===== config.mk =====
export PLATFORM = sky130hd
export DESIGN_NAME = seq_det_ctrl
export DESIGN_NICKNAME = d
export VERILOG_FILES = /design/src/rtl/seq_det_pkg.sv /design/src/rtl/seq_match_core.sv /design/src/rtl/seq_det_ctrl.sv
export SDC_FILE = /design/constraint.sdc
export NUM_CORES = 1
export LEC_CHECK = 0
export ABC_AREA = 1
export BUFFER_PORTS_ARGS = -buffer_cell sky130_fd_sc_hd__buf_2
export CORE_UTILIZATION = 54
export CTS_CLUSTER_SIZE = 25
export DETAILED_ROUTE_END_ITERATION = 7
export PLACE_DENSITY = 0.8
export SETUP_SLACK_MARGIN = 0.1
export SLEW_MARGIN = 20
export SYNTH_ARGS = -nofsm -noshare
export SYNTH_HDL_FRONTEND = slang
export SYNTH_SLANG_ARGS = --single-unit

===== constraint.sdc =====
create_clock -name clk -period 1.85 [get_ports clk]
set_input_delay 0.2775 -clock clk [delete_from_list [all_inputs] [get_ports clk]]
set_output_delay 0.2775 -clock clk [all_outputs]
set_load 0.1 [all_outputs]

===== src/rtl/seq_det_pkg.sv =====
// Shared types and constants for the serial pattern detector controller.
package seq_det_pkg;

    typedef enum logic [1:0] {
        ST_IDLE  = 2'd0,
        ST_ARMED = 2'd1,
        ST_DONE  = 2'd2
    } state_e;

    // Pattern loaded by reset; narrower instances take the low PAT_W bits.
    localparam logic [7:0] DEF_PATTERN = 8'b0110;

endpackage


===== src/rtl/seq_match_core.sv =====
// Serial match datapath: history shift register, fill counter and the
// combinational Mealy comparator that produces z.
module seq_match_core #(
    parameter int PAT_W = 4
) (
    input  logic             clk,
    input  logic             reset,
    input  logic             clear,
    input  logic             armed,
    input  logic             x_valid,
    input  logic             abort,
    input  logic             x,
    input  logic [PAT_W-1:0] pattern,
    output logic             z
);

    localparam int HIST_W = PAT_W - 1;
    localparam int FILL_W = $clog2(PAT_W);
    localparam logic [FILL_W-1:0] FILL_FULL = FILL_W'(PAT_W - 1);

    logic [HIST_W-1:0] hist_q, hist_d;
    logic [FILL_W-1:0] fill_q, fill_d;

    always_comb begin
        hist_d = hist_q;
        fill_d = fill_q;
        if (clear) begin
            hist_d = '0;
            fill_d = '0;
        end else if (armed && x_valid) begin
            // Drop the oldest bit; the newest bit lands in bit 0.
            hist_d = HIST_W'({hist_q, x});
            if (fill_q != FILL_FULL) begin
                fill_d = fill_q + FILL_W'(1);
            end
        end
    end

    always_ff @(posedge clk) begin
        if (!reset) begin
            hist_q <= '0;
            fill_q <= '0;
        end else begin
            hist_q <= hist_d;
            fill_q <= fill_d;
        end
    end

    assign z = reset && armed && x_valid && !abort
               && (fill_q == FILL_FULL) && ({hist_q, x} == pattern);

endmodule


===== src/rtl/seq_det_ctrl.sv =====
// Run controller for the serial pattern detector: config latch, IDLE/ARMED/DONE
// FSM and saturating match counter around a single seq_match_core.
// Handshake: cfg_valid/cfg_ready transfer when both are high at a clk edge;
// cfg_ready is high only in IDLE and does not depend on cfg_valid.
module seq_det_ctrl
    import seq_det_pkg::*;
#(
    parameter int PAT_W = 4,
    parameter int CNT_W = 8
) (
    input  logic             clk,
    input  logic             reset,
    input  logic             cfg_valid,
    output logic             cfg_ready,
    input  logic [PAT_W-1:0] cfg_pattern,
    input  logic [CNT_W-1:0] cfg_thresh,
    input  logic             start,
    input  logic             abort,
    input  logic             x_valid,
    input  logic             x,
    output logic             z,
    output logic [CNT_W-1:0] match_cnt,
    output logic             busy,
    output logic             done,
    output logic [1:0]       dbg_state
);

    state_e           state_q, state_d;
    logic [PAT_W-1:0] pattern_q, pattern_d;
    logic [CNT_W-1:0] thresh_q, thresh_d;
    logic [CNT_W-1:0] cnt_q, cnt_d;
    logic [CNT_W-1:0] cnt_inc;
    logic             cfg_fire;
    logic             clear;
    logic             armed;

    assign armed    = (state_q == ST_ARMED);
    assign cfg_fire = cfg_valid && (state_q == ST_IDLE);
    assign cnt_inc  = (cnt_q == '1) ? cnt_q : cnt_q + CNT_W'(1);

    always_comb begin
        state_d   = state_q;
        pattern_d = pattern_q;
        thresh_d  = thresh_q;
        cnt_d     = cnt_q;
        clear     = 1'b0;
        case (state_q)
            ST_IDLE: begin
                if (cfg_fire) begin
                    pattern_d = cfg_pattern;
                    thresh_d  = cfg_thresh;
                end else if (start) begin
                    state_d = ST_ARMED;
                    cnt_d   = '0;
                    clear   = 1'b1;
                end
            end
            ST_ARMED: begin
                if (abort) begin
                    state_d = ST_IDLE;
                end else if (z) begin
                    cnt_d = cnt_inc;
                    if ((thresh_q != '0) && (cnt_inc == thresh_q)) begin
                        state_d = ST_DONE;
                    end
                end
            end
            ST_DONE: begin
                if (abort) begin
                    state_d = ST_IDLE;
                end else if (start) begin
                    state_d = ST_ARMED;
                    cnt_d   = '0;
                    clear   = 1'b1;
                end
            end
            default: state_d = ST_IDLE;
        endcase
    end

    always_ff @(posedge clk) begin
        if (!reset) begin
            state_q   <= ST_IDLE;
            pattern_q <= DEF_PATTERN[PAT_W-1:0];
            thresh_q  <= '0;
            cnt_q     <= '0;
        end else begin
            state_q   <= state_d;
            pattern_q <= pattern_d;
            thresh_q  <= thresh_d;
            cnt_q     <= cnt_d;
        end
    end

    seq_match_core #(
        .PAT_W(PAT_W)
    ) u_core (
        .clk    (clk),
        .reset  (reset),
        .clear  (clear),
        .armed  (armed),
        .x_valid(x_valid),
        .abort  (abort),
        .x      (x),
        .pattern(pattern_q),
        .z      (z)
    );

    // Status outputs are forced to their reset values while reset is low.
    assign cfg_ready = (state_q == ST_IDLE) || !reset;
    assign busy      = armed && reset;
    assign done      = (state_q == ST_DONE) && reset;
    assign match_cnt = cnt_q;
    assign dbg_state = state_q;

endmodule

Word-level counts from Yosys, hierarchy flattened
Index checks and enable logic that the tools add are counted.
Storage, ports and cells
  flip-flop bits (word level): 27
  latch bits: 0
  RAM bits: 0
  memory bits (read-only): 0
  bits of input ports: 19
  output and inout bits: 14
  word-level logic and storage cells: 60
  memories: 0
Operators by class
  add/sub/neg operators: 2
  multiply operators: 0
  divide/modulo/power cells: 0
  order comparisons: 0
  eq/ne operators: 13
  shifts and indexed selects: 0
  multiplexer cells: 18
  bitwise gates (word level): 1
  reductions and logical operators: 20
Operator list (number)
  $mux W8: 6
  $pmux W8 S3: 1
  $mux W2: 6
  $ne A2 B2 Y1 const B: 5
  $logic_and A1 B1 Y1: 9
  $add A8 B1 Y8 const B: 1
  $eq A8 B8 Y1: 1
  $eq A8 B8 Y1 const B: 1
  $reduce_bool A8 Y1: 1
  $ne A3 B3 Y1 const B: 2
  $pmux W2 S3: 1
  $reduce_and A5 Y1: 1
  $eq A2 B2 Y1 const B: 2
  $eq A4 B4 Y1: 1
  $reduce_and A2 Y1: 2
  $mux W1: 3
  $reduce_and A3 Y1: 1
  $reduce_bool A3 Y1: 1
  $add A2 B1 Y2 const B: 1
  $eq A2 B1 Y1 const B: 1
  $logic_not A1 Y1: 2
  $logic_not A2 Y1: 1
  $pmux W1 S2: 1
  $reduce_or A2 Y1: 1
  other kinds (2): 2

Depth between registers and ports, before layout
Gate-level depths: netlist of the first run.
  depth in word-level cells: 9
  mapped depth: 13
  gate-level depth less buffers: 13

Hierarchy
Synthesis of the first run repeated with hierarchy kept, for this count alone.
Unflattened totals
  cell total of the unflattened synthesis: 252
  area total of the unflattened synthesis: 1614.0 µm²
By module, submodules not included
  seq_det_ctrl: times used 1, cells each 204, area each 1313.8 µm², seq. area each 440.4 µm²
  seq_match_core: times used 1, cells each 48, area each 300.3 µm², seq. area each 100.1 µm²

Worst setup path before layout of the first run
No wires, ideal clock.
  kind: register -> output
  from: register state_q[0], in the netlist dbg_state[0]
  to: output z
  arrival time: 4.071 ns
  data required time: 1.572 ns
  slack: -2.499 ns
  stages on the path, launching flop included: 5
  buffers on the path: 0
  cells stage by stage: dfxtp_1 > nand3_1 > clkinv_1 > nand4_1 > nor3_1
On the way
  word-level cells in the longest chain between the ends: 6
Ends and longest elaborated chain
  start: declaration: line seq_det_ctrl.sv:28  | state_e state_q, state_d;
  start signal: assignment: line seq_det_ctrl.sv:88  | state_q <= state_d;
  $eq A2 B1 Y1: line seq_det_ctrl.sv:37  | assign armed = (state_q == ST_ARMED);
  $logic_and A1 B1 Y1
  via busy: line seq_det_ctrl.sv:23  | output logic busy,
  $logic_and A1 B1 Y1 (2 in series): line seq_match_core.sv:49  | assign z = reset && armed && x_valid && !abort
  $logic_and A1 B1 Y1 (2 in series): line seq_match_core.sv:50  | && (fill_q == FILL_FULL) && ({hist_q, x} == pattern);
  end: declaration: line seq_det_ctrl.sv:21  | output logic z,
The timed path passes the listed nets, and every way through them passes these cells.

Final worst setup path of the first run
  from: register pattern_q[3]
  to: output z
On the way
  word-level cells in the longest chain between the ends: 2
Ends and longest elaborated chain
  start: declaration: line seq_det_ctrl.sv:29  | logic [PAT_W-1:0] pattern_q, pattern_d;
  start signal: assignment: line seq_det_ctrl.sv:84  | pattern_q <= DEF_PATTERN[PAT_W-1:0];
  start signal: assignment: line seq_det_ctrl.sv:89  | pattern_q <= pattern_d;
  $eq A4 B4 Y1: line seq_match_core.sv:50
  $logic_and A1 B1 Y1: line seq_match_core.sv:50
Every way passes these cells.

==> results of run 1 <==
## repair_timing
item | 4_1_cts | 5_1_grt
hold endpoints to repair | 0 | 0
endpoints found under the setup margin | 2 | 4
setup buffers | 2 | 1
resized for setup | 9 | 3
pin swaps | 5 | 1
## report_power, final
group	switching (mW)	internal, mW
Combinational	0.255	0.0996
Sequential	0.0345	0.614
Clock	0.168	0.0844
## cell usage after synthesis
master,n,share of area (%)
clkinv_1,1,0.24
o211ai_1,3,1.4
clkbuf_1,3,0.72
a21oi_2,2,1.1
o22ai_1,1,0.40
nand2_2,4,1.6
o32ai_1,2,1.1
nand3_2,1,0.64
nand4_1,3,1.2
or2_0,1,0.40
o21ai_0,14,4.5
xor2_1,1,0.56
o2111ai_1,1,0.56
nand2_4,2,1.4
nor2_2,2,0.81
nand2_1,61,15
ha_1,2,1.6
a21oi_1,17,5.5
nor2_4,2,1.4
nor4_1,1,0.40
dfxtp_1,27,35
buf_2,1,0.32
o21ai_2,1,0.56
nor2_1,18,4.3
a22oi_1,2,0.97
nor2_8,1,1.3
xnor2_1,1,0.56
nor3_1,3,0.97
inv_1,35,8.5
nand3b_1,1,0.48
nand3_1,21,6.8
## flip-flops by register name (all words and copies together), names as in the netlist
name	count
u_core.hist_q	3
dbg_state	2
thresh_q	8
u_core.fill_q	2
match_cnt	8
pattern_q	4
## cells in the final DEF (no fill, tap or decap), drive strengths merged
cell	netlist	routed
ha	2	2
clkbuf	3	5
or2	1	1
o32ai	2	2
dfxtp	27	27
xnor2	1	1
nand2	67	67
xor2	1	1
o2111ai	1	1
o22ai	1	1
a21oi	19	19
nor4	1	1
nor2	23	23
nand4	3	3
a22oi	2	2
o21ai	15	15
clkinv	1	1
o211ai	3	3
nand3b	1	1
inv	35	35
nand3	22	22
nor3	3	3
buf	1	36
## worst min-delay path: cells and delay by family
family | cells | cell delay, ps
buf+inv | 1 | 70
compound gates | 1 | 70
simple gates | 1 | 40
## how the worst min path moves through the flow
stage / to / slack (ps) / cells past startpoint / from
after floorplan: pattern_q[1]$_SDFFE_PN1P_ / 410 / 2 / cfg_pattern[1]
after global placement: u_core.fill_q[1]$_SDFFE_PP0P_ / 450 / 2 / u_core.fill_q[1]$_SDFFE_PP0P_
after detailed placement: u_core.fill_q[1]$_SDFFE_PP0P_ / 460 / 2 / u_core.fill_q[1]$_SDFFE_PP0P_
after CTS: pattern_q[2]$_SDFFE_PN1P_ / 160 / 3 / cfg_pattern[2]
after global routing: pattern_q[2]$_SDFFE_PN1P_ / 180 / 3 / cfg_pattern[2]
final: pattern_q[1]$_SDFFE_PN1P_ / 170 / 3 / cfg_pattern[1]
## routing by layer
layer | vias to the layer above | track usage [%] | part of all wire (%)
li1 | 841 | - | -
met1 | 715 | 30.07 | 47
met2 | 37 | 39.93 | 48
met3 | 4 | 2.326 | 4.0
met4 | 0 | 8.571 | 1.0
met5 | - | 0 | 0
## layout make-up
type                            instances  area [sq um]  share of cell area [%]
Multi-Input combinational cell        168         942.2                   47.96
Sequential cell                        27         576.8                   29.36
Timing Repair Buffer                   37         230.2                   11.72
Inverter                               36         150.1                   7.643
Tap cell                               31         38.79                   1.975
Clock buffer                            4         26.28                   1.338
## cell families after synthesis
family,count (synthesis),share of synthesized area [%]
and+or+nand+nor,121,36.55
buffers and inverters,40,9.742
xor gates and xnor gates,2,1.127
AOI/OAI and AO/OA,43,16.18
DFF,27,34.78
adders and majority gates,2,1.610
==> results.tsv, run 1 <==
metric	value	unit
outcome	finished clean	
Ys Warns	0	
critical path depth	7	
Nets	294	
Die Height	55.65	um
critical-path cell list	inv_1, nand2_1, nand2_1, nor2_4, nand4_1, nor3_4, buf_12	
cts bufs inserted	3	
Via density	5.271	
FF-to-FF path depth	10	
worst slew pin tran	483.3	ps
clk root buf	clkbuf_4	
Area Overhead vs Synth	26.41	%
Total Routing Usage GR	23.19	%
CP required	1570	ps
Yosys cell types	31	
crit path to	z	
total gr overflow	0	
CTS Hold Bufs	0	
Seq/Total Area, Yosys	34.78	%
crit path DAT	1540	ps
pwr dens	639.4	nW/um^2
Design Area, Final	1964	sq um
vias in the first global route	1359	
Final Power	1.256	mW
CP max stage cell	dfxtp_1	
final setup violation count	0	
Layout Utilization	71.85	%
ANT cells	0	
WL/cell	11.46	um
Cells after Synth	235	
CP startpoint kind	register	
Placed Area	1874	sq um
final worst slack	34.10	ps
DRT iter0 DRCs	56	
Starting Density	56.84	%
DRC	0	
Fin Setup TNS	0	ps
cell repeated most along the worst path	nand2_1	
first-pass GRT wire length	5754	um
worst slack, placed	208.0	ps
Fin Hold WS	168.6	ps
final-layout fill cell count	249	
core outline area	2734	sq um
peak supply drop	558.3	uV
die width	55.65	um
drt pass-1 iters	4	
Pleak	0.8854	nW
total wire length	3473	um
Clock Skew	6.136	ps
CP delay by family, top	simple AND/OR/NAND/NOR gates	
Max Transition Viols Final	0	
worst reg2reg path startpoint	match_cnt[0]$_SDFFE_PN0P_	
input/output buffers	32	
critical path class	register to primary output	
CTS Buffer Depth	2	
Routability Congestion	0.8263	
crit path launch	pattern_q[3]$_SDFFE_PN0P_	
via count	1597	
flop2flop setup slack	230	ps
RSZ-0062 raised after global routing	true	
clk sink count	27	
Ports	33	
register bit total from synthesis	27	
share of layout cells above drive strength 1	28.68	%
non-filler cells, final	303	
Final Hold Vio Count	0	
Worst path max stage delay	370	ps
maximum operating frequency	550.7	MHz
initial antenna violation count	0	
Net Count, Synth	256	
Avg Cell Area, Syn	6.613	sq um
crit path max fanout	3	
DP HPWL	2695	um
die area	3096	sq um
Reg clk slew, reported paths	140	ps
placed instance count	296	
CP bufs+invs	2	
hold crit path type	input pin to register	
site row count	19	
synthesized cell area	1554	sq um
Rel. slew slack	68.00	%
CTS tree	yes	
largest net degree at the start of global routing	22	
Worst Setup End Kind	primary output	
H-tree Lvls	1	
Max Cap Violations	0	
reg-to-reg critical path endpoint	dbg_state[0]$_SDFFE_PN0P_	
Clock Latency Late Sink	320	ps
Final Critical Period	1816	ps
fin crit share	98.16	%
post-route ant nets	0	
(Power assumes the default switching activity.)
==> run 2, diff against run 1 <==
--- a/config.mk
+++ b/config.mk
@@ -10,6 +10,7 @@
 export CORE_UTILIZATION = 54
 export CTS_CLUSTER_SIZE = 25
 export DETAILED_ROUTE_END_ITERATION = 7
+export HOLD_SLACK_MARGIN = 0.08
 export PLACE_DENSITY = 0.8
 export SETUP_SLACK_MARGIN = 0.1
 export SLEW_MARGIN = 20
==> constraint.sdc (replaced) <==
create_clock -name clk -period 1.85 [get_ports clk]
set_input_delay 0.185 -clock clk [delete_from_list [all_inputs] [get_ports clk]]
set_output_delay 0.185 -clock clk [all_outputs]
set_load 0.1 [all_outputs]
==> results.tsv, run 2 (synthesis gave the netlist of run 1 again) <==
metric	value	unit	change
site row count	19		unchanged
final-layout fill cell count	241		-3.2%
Pleak	0.8993	nW	+1.6%
Rel. slew slack	67.85	%	-0.16 points
vias in the first global route	1479		+8.8%
Max Transition Viols Final	0		unchanged
input/output buffers	32		unchanged
non-filler cells, final	306		+0.99%
total gr overflow	0		unchanged
die area	3096	sq um	unchanged
most common cell after layout, fill and taps aside	nand2_1		
Starting Density	56.84	%	unchanged
largest net degree at the start of global routing	22		unchanged
Worst path max stage delay	380	ps	about the same
share of layout cells above drive strength 1	28.36	%	-0.31 points
Final Hold Vio Count	0		unchanged
drt pass-1 iters	5		+1
ANT cells	0		unchanged
Ports	33		unchanged
critical-path cell list	ha_4, nand3_4, nor2_4, nand4_1, nor3_4, buf_12		
Total Routing Usage GR	24.22	%	+1.0 points
critical path class	register to primary output		
fin crit share	94.84	%	-3.3 points
switch share	37.26	%	+0.82 points
post-route ant nets	0		unchanged
RSZ-0062 raised after global routing	true		
Final Power	1.267	mW	+0.88%
final setup violation count	0		unchanged
hold crit path type	input pin to register		
placed instance count	296		unchanged
Final Critical Period	1755	ps	-61.32 ps
Nets	297		+1.0%
cell-internal power	0.7950	mW	-0.42%
CP bufs+invs	1		-1
Reg clk slew, reported paths	150	ps	about the same
power share of the clock group	20.9	%	+0.8 points
crit path launch	u_core.fill_q[0]$_SDFFE_PP0P_		
crit path DAT	1570	ps	+30 ps
Clock Latency Late Sink	330	ps	about the same
worst slew pin tran	485.6	ps	+2.369 ps
WL/cell	11.50	um	+0.33%
peak supply drop	638.7	uV	+14%
CTS Buffer Depth	2		unchanged
pwr dens	641.8	nW/um^2	+0.37%
CP required	1660	ps	+90 ps
Flop pwr share	51.3	%	-0.4 points
H-tree Lvls	1		unchanged
Routability Congestion	0.8637		+4.5%
Logic pwr share	27.8	%	-0.5 points
P_sw	0.4722	mW	+3.1%
cts bufs inserted	3		unchanged
initial antenna violation count	0		unchanged
outcome	finished clean		
via count	1617		+1.3%
Clock Skew	5.877	ps	-0.2589 ps
Max Cap Violations	0		unchanged
core outline area	2734	sq um	unchanged
FF-to-FF path depth	12		+2
clk sink count	27		unchanged
maximum operating frequency	569.9	MHz	+3.5%
crit path max fanout	2		-1
Via density	5.284		+0.26%
CP max stage cell	dfxtp_2		
die width	55.65	um	unchanged
CP startpoint kind	register		
Die Height	55.65	um	unchanged
worst reg2reg path startpoint	match_cnt[0]$_SDFFE_PN0P_		
total wire length	3519	um	+1.3%
reg-to-reg critical path endpoint	dbg_state[0]$_SDFFE_PN0P_		
flop2flop setup slack	230	ps	about the same
DRT iter0 DRCs	72		+29%
most frequent cells in the layout	nand2_1 (61), inv_1 (34), buf_2 (31)		
CTS tree	yes		
first-pass GRT wire length	5996	um	+4.2%
CP delay by family, top	simple AND/OR/NAND/NOR gates		
DP HPWL	2669	um	-0.94%
Area Overhead vs Synth	27.05	%	
Fin Hold WS	96.95	ps	-71.69 ps
DRC	0		unchanged
Worst Setup End Kind	primary output		
clk root buf	clkbuf_4		
critical path depth	6		-1
crit path to	z		
-- run 2: worst min-delay path by stage --
stage / startpoint / to / slack (ps) / depth (start not counted)
floorplan: cfg_pattern[1] / pattern_q[1]$_SDFFE_PN1P_ / 320 / 2
global placement: cfg_pattern[1] / pattern_q[1]$_SDFFE_PN1P_ / 400 / 3
detailed placement: cfg_pattern[2] / pattern_q[2]$_SDFFE_PN1P_ / 410 / 3
CTS: cfg_thresh[2] / thresh_q[2]$_SDFFE_PN0P_ / 100 / 3
global route: cfg_thresh[2] / thresh_q[2]$_SDFFE_PN0P_ / 110 / 3
finish: cfg_thresh[2] / thresh_q[2]$_SDFFE_PN0P_ / 100 / 3
-- run 2: cell type report --
class                   count  area, sq um  share of cell area, %
multi-input cells         168        942.2                  47.72
inverters                  36        150.1                  7.605
repair buffers             40        240.2                  12.17
clock buffers               3        22.52                  1.141
clock inverters             1        5.005                 0.2535
flip-flops and latches     27        575.6                  29.15
well taps                  31        38.79                  1.965
-- run 2: tightest hold or removal path: cells and delay by family --
| kind | cells | cell delay, ps |
|---|---|---|
| simple gates | 1 | 80 |
| buf+inv | 1 | 70 |
| compound gates | 1 | 70 |
-- run 2: power groups by stage --
stage	registers, mW	logic [mW]	clock network (mW)
global placement	0.661	0.337	0
CTS	0.650	0.352	0.267
global route	0.656	0.386	0.289
floorplan	0.742	0.184	0
detailed placement	0.663	0.342	0
finish	0.650	0.352	0.265
-- run 2: metal layers --
metal  wire length [um]  global-route usage, %  up-vias
li1                   -                      -      844
met1               1555                  27.53      718
met2               1694                  44.23       45
met3                196                  6.047       10
met4                 72                  7.500        0
met5                  0                      0        -
-- run 2: through the flow --
step	setup TNS [ps]	worst slack (ps)	area [sq um]	util, %
2_1_floorplan	-403.2	-212.2	1647	-
4_1_cts	0	103.6	1974	72.22
3_3_place_gp	0	252.4	1859	68.01
3_5_place_dp	0	225.3	1859	68.01
5_1_grt	0	5.952	1974	72.22
6_report	0	95.42	1974	72.22
-- run 2: repair_timing --
action,4_1_cts,5_1_grt
hold buffers,2,0
setup endpoints to repair,1,2
hold endpoints to repair,2,0
gates resized for setup,9,0
setup buffers,4,0
pin swaps,4,1
